**src/rtl/paddle_ctrl.sv**
```systemverilog
// Paddle position controller: queues mouse up/down requests, applies one STEP per video frame.
// Latency: paddle_y and the pending count update on the same edge that samples frame_tick/valid.
// No backpressure: requests beyond +/-PEND_MAX are dropped and flagged by a one-cycle sat pulse.
module paddle_ctrl #(
  parameter int Y_MIN    = 0,
  parameter int Y_MAX    = 416,
  parameter int Y_INIT   = 208,
  parameter int STEP     = 8,
  parameter int PEND_MAX = 7
) (
  input  logic       clk_12MHz,
  input  logic       reset,
  input  logic       upr,
  input  logic       downr,
  input  logic       valid,
  input  logic       frame_tick,
  output logic [9:0] paddle_y,
  output logic       busy,
  output logic       at_top,
  output logic       at_bottom,
  output logic       sat
);

  // Pending count width: magnitude bits plus sign bit.
  localparam int PW = $clog2(PEND_MAX + 1) + 1;
  localparam int YMS = Y_MIN + STEP;

  // Position math is done in 11 bits so y-STEP / y+STEP never wraps.
  localparam logic [10:0] LP_Y_MIN      = Y_MIN[10:0];
  localparam logic [10:0] LP_Y_MAX      = Y_MAX[10:0];
  localparam logic [10:0] LP_STEP       = STEP[10:0];
  localparam logic [10:0] LP_Y_MIN_STEP = YMS[10:0];
  localparam logic [9:0]  LP_Y_INIT     = Y_INIT[9:0];
  localparam logic [9:0]  LP_Y_MIN10    = Y_MIN[9:0];
  localparam logic [9:0]  LP_Y_MAX10    = Y_MAX[9:0];

  // One extra bit of headroom for the unsaturated next-count sum.
  localparam logic signed [PW:0]   LP_PMAX  = PEND_MAX[PW:0];
  localparam logic signed [PW:0]   LP_PMIN  = -LP_PMAX;
  localparam logic signed [PW:0]   LP_ONE   = 1;
  localparam logic signed [PW:0]   LP_ZERO1 = '0;
  localparam logic signed [PW-1:0] LP_ZERO  = '0;

  logic signed [PW-1:0] r_pend;
  logic [9:0]           r_y;
  logic                 r_sat;

  logic                 w_req_up;
  logic                 w_req_dn;
  logic                 w_cons_up;
  logic                 w_cons_dn;
  logic [10:0]          w_y_ext;
  logic [10:0]          w_y_nxt;
  logic                 w_wall_hit;
  logic signed [PW:0]   w_base;
  logic signed [PW:0]   w_sum;
  logic signed [PW-1:0] w_pend_nxt;
  logic                 w_sat_nxt;

  // Decode request/consume, compute clamped next position and saturated next count.
  always_comb begin
    w_req_up   = valid & upr & ~downr;
    w_req_dn   = valid & downr & ~upr;
    w_cons_up  = frame_tick & (r_pend > LP_ZERO);
    w_cons_dn  = frame_tick & r_pend[PW-1];
    w_y_ext    = {1'b0, r_y};
    w_y_nxt    = w_y_ext;
    w_wall_hit = 1'b0;

    if (w_cons_up) begin
      if (w_y_ext < LP_Y_MIN_STEP) w_y_nxt = LP_Y_MIN;
      else                         w_y_nxt = w_y_ext - LP_STEP;
      // Arriving at the wall discards owed moves; already being there just consumes one.
      w_wall_hit = (w_y_nxt == LP_Y_MIN) && (w_y_ext != LP_Y_MIN);
    end else if (w_cons_dn) begin
      if (w_y_ext + LP_STEP > LP_Y_MAX) w_y_nxt = LP_Y_MAX;
      else                              w_y_nxt = w_y_ext + LP_STEP;
      w_wall_hit = (w_y_nxt == LP_Y_MAX) && (w_y_ext != LP_Y_MAX);
    end

    // Consume first (or clear on wall hit), then apply this cycle's request.
    w_base = {r_pend[PW-1], r_pend};
    if (w_wall_hit)     w_base = LP_ZERO1;
    else if (w_cons_up) w_base = w_base - LP_ONE;
    else if (w_cons_dn) w_base = w_base + LP_ONE;

    w_sum = w_base;
    if (w_req_up)      w_sum = w_base + LP_ONE;
    else if (w_req_dn) w_sum = w_base - LP_ONE;

    w_sat_nxt  = 1'b0;
    w_pend_nxt = w_sum[PW-1:0];
    if (w_sum > LP_PMAX) begin
      w_pend_nxt = LP_PMAX[PW-1:0];
      w_sat_nxt  = 1'b1;
    end else if (w_sum < LP_PMIN) begin
      w_pend_nxt = LP_PMIN[PW-1:0];
      w_sat_nxt  = 1'b1;
    end
  end

  // Register position, pending count and saturation pulse.
  always_ff @(posedge clk_12MHz or posedge reset) begin
    if (reset) begin
      r_y    <= LP_Y_INIT;
      r_pend <= LP_ZERO;
      r_sat  <= 1'b0;
    end else begin
      r_y    <= w_y_nxt[9:0];
      r_pend <= w_pend_nxt;
      r_sat  <= w_sat_nxt;
    end
  end

  assign paddle_y  = r_y;
  assign busy      = (r_pend != LP_ZERO);
  assign at_top    = (r_y == LP_Y_MIN10);
  assign at_bottom = (r_y == LP_Y_MAX10);
  assign sat       = r_sat;

endmodule

```
**config.mk**
```make
export PLATFORM = sky130hd
export DESIGN_NAME = paddle_ctrl
export DESIGN_NICKNAME = d
export VERILOG_FILES = /design/src/rtl/paddle_ctrl.sv
export SDC_FILE = /design/constraint.sdc
export NUM_CORES = 1
export LEC_CHECK = 0
export ABC_AREA = 1
export ABC_CLOCK_PERIOD_IN_PS = 3400
export CORE_MARGIN = 2
export CORE_UTILIZATION = 35
export DETAILED_ROUTE_END_ITERATION = 10
export SETUP_SLACK_MARGIN = 0.5
export SLEW_MARGIN = 30
export SYNTH_ARGS = -nofsm -noshare
export SYNTH_HDL_FRONTEND = slang
export SYNTH_SLANG_ARGS = --single-unit
```
**constraint.sdc**
```tcl
create_clock -name clk_12MHz -period 3.4 [get_ports clk_12MHz]
set_input_delay 0.34 -clock clk_12MHz [delete_from_list [all_inputs] [get_ports clk_12MHz]]
set_output_delay 0.34 -clock clk_12MHz [all_outputs]
set_load 0.005 [all_outputs]
```
==> results.toml <==
[critical_path]
start_kind = "flip-flop"
slowest_stage = "dfstp_2"
end_kind = "flip-flop"
crit_arrival_ps = 2910
cp.required_ps = 3550
worstSetupPathType = "reg2reg"
path_max_fanout = 8
path_cells = "ha_4, nand3_4, o21ai_2, nand2_2, nor2_4, o21ai_4, nand2_4, nand2_4, inv_2, nand2_1, ha_1, inv_2, a21oi_2, nand2_1, nand2_2, nand3_2, nand3_2, nand2_2, nand2_1, inv_1"
crit_family = "simple AND/OR/NAND/NOR gates"
slowest_delay_ps = 610
worst-path-buf-inv = 3

[die]
core_area_sq_mm = 0.00397
initial_utilization_pct = 36.4
io_pins = 20
fp.dieH_um = 68.2
die_area_sq_mm = 0.00466
fp-row-count = 23
die_w_um = 68.2

[synth]
synth.most_common_cell = "nand2_1"
yosys.area.top_type = "dfrtp_1"
synth_nets = 237
synth_cell_types = 34
syn-cell-area_sq_mm = 0.00144
yosys-top-cells-area = "dfrtp_1, nand2_1, inv_1"
ys_seq_area_share_pct = 26.3
synth_top_area_share_pct = 20.8
synth-seq-cells = 15
async_flop_share_pct = 100
ys.flop_type = "dfrtp_1"
synth.top_cells.by_count = "nand2_1, inv_1, nor2_1"
synth-edff-count = 0
syn_avg_cell_area_sq_um = 6.42
synthCells = 225
synth_warnings = 0

[finish]
drive_gt1_share_pct = 24.2
diodes = 0
nNetsFinal = 269
final_util_pct = 47.5
areaGrowthSynthToFinish_pct = 30.6

[cts]
clkTransAtPathRegs_ps = 70
h-tree-depth = 1
cts_buffer_depth = 2
cts-root-buf = "clkbuf_8"
clock_latency_ps = 250
hold_buffers = 0
cts_inserted_buffers = 3
cts_tree = "done"
cts.sinks = 15

[detailed_routing]
num_vias = 1528
drcViolationCount = 0
detail_route.wl_per_cell_um = 12.4
routed_wl_um = 3780
avgViaCountPerCell = 4.99
drtAntennaViolNets = 0
firstDrtPassIters = 4
drt_iter0_drc = 61

[power]
power_frac_seq_pct = 22.5
sw_frac_of_total_pct = 51.7
p_int_w = 0.000809
powerDensity_mw_per_mm2 = 889
p_switching_w = 0.000868
clockPowerShare_pct = 8.8
comb_power_share_pct = 68.7
leakage_nw = 0.940
power_w = 0.00168
peakVddDrop_uv = 454

[outcome]
status = "complete, no violations"

[placement]
dp_hpwl_um = 2800
port_buffers = 19
post-place-ws_ps = 432
gp_congestion = 0.860

[timing]
finalSetupTns_ps = 0
tightest_slew_ps = 578
finClkSkew_ps = 7.93
rsz0062_at_grt = "true"
max_freq_mhz = 361
timing.hold.ws_ps = 440
setup_slack_ps = 631
finalCritPeriodShare_pct = 81.4
slew_violations = 0
setup_violations = 0
hold_viol_final = 0
relSlewSlack_pct = 61.4
min_period_ps = 2770

[grt]
grt_util_all_layers_pct = 16.4
grt_pass1_wl_um = 5700
antenna_found_initial = 0
grt_pass1_vias = 1274
overflow = 0
grt_max_degree = 16

[run]
drv_cap = 0

[hold_path]
hp-class = "in2async"
==> cell usage in the layout, fill, tap and decap left out, drive strengths merged <==
cell / n
o21ai: 15
or2: 1
a22oi: 2
inv: 40
o211ai: 1
nor2: 30
nand4: 8
a31oi: 1
buf: 10
xor2: 2
clkinv: 1
nor3: 4
nand2: 61
nor4: 1
o21bai: 1
o22ai: 1
dfstp: 3
a41oi: 1
clkbuf: 4
o31ai: 1
dfrtp: 12
nand3: 21
nand3b: 1
ha: 6
clkdlybuf4s50: 19
a21oi: 9
==> layout make-up <==
type | instances | area [sq um]
Clock buffer | 4 | 45.0
Fill cell | 431 | 2090
Inverter | 41 | 154
Multi-Input combinational cell | 167 | 978
Sequential cell | 15 | 380
Tap cell | 50 | 62.6
Timing Repair Buffer | 29 | 265
==> path summary, 6_finish.rpt <==
path / depth (start not counted) / slack (ps) / from / endpoint
setup reg to reg: 20 / 630 / paddle_y[4]$_DFFE_PP1P_ / r_pend[2]$_DFF_PP0_
min in group clk_12MHz: 2 / 520 / paddle_y[0]$_DFFE_PP0P_ / paddle_y[0]$_DFFE_PP0P_
max in group asynchronous: 2 / 2550 / reset / paddle_y[3]$_DFFE_PP0P_
setup / recovery: 20 / 630 / paddle_y[4]$_DFFE_PP1P_ / r_pend[2]$_DFF_PP0_
hold reg to reg: 2 / 520 / paddle_y[0]$_DFFE_PP0P_ / paddle_y[0]$_DFFE_PP0P_
hold / removal: 2 / 440 / reset / paddle_y[5]$_DFFE_PP0P_
==> logic make-up (layout without fill, tap and decap cells) <==
logic type	after synthesis	in the layout	synth area share, %
AO/OA/AOI/OAI	32	32	13.2
XOR/XNOR	2	2	1.73
adder cells (fa/ha/maj)	6	6	5.20
buffers and inverters	43	74	12.0
flip-flops	15	15	26.3
AND/OR/NAND/NOR	127	127	41.7
==> through the flow <==
step           cells  instance area [sq um]
6_report         306                   1890
5_1_grt          306                   1890
4_1_cts          296                   1730
3_5_place_dp     292                   1680
3_3_place_gp     292                   1680
2_1_floorplan    225                   1440
==> routing by layer <==
layer  wire length, um  global-route usage (%)
met2              1910                    27.5
met5                 0                       0
met3               111                    2.96
met1              1730                    21.9
met4                29                    3.75
==> registers in the layout, indices dropped and copies added (netlist names) <==
signal	cells
r_pend	4
sat	1
paddle_y	10
==> timing repair <==
item	in CTS	in global routing
pin swaps	0	13
setup endpoints to repair	2	4
hold endpoints to repair	0	0
gates resized for setup	1	25
setup buffers	0	10
==> worst register-to-register path, delay by kind of cell (launching register included) <==
| kind | cells | cell delay (ps) |
|---|---|---|
| flip-flops | 1 | 610 |
| AO/OA/AOI/OAI | 3 | 410 |
| AND/OR/NAND/NOR | 12 | 1020 |
| buffers and inverters | 3 | 130 |
| adder cells (fa/ha/maj) | 2 | 500 |
==> power groups by stage <==
stage / sequential, W / clock (W) / combinational [W]
global placement: 0.000367 / 0 / 0.00100
detailed placement: 0.000369 / 0 / 0.000999
floorplan: 0.000328 / 0 / 0.000771
CTS: 0.000365 / 0.000150 / 0.00102
finish: 0.000377 / 0.000148 / 0.00115
global route: 0.000387 / 0.000159 / 0.00129
(Power assumes the default switching activity.)
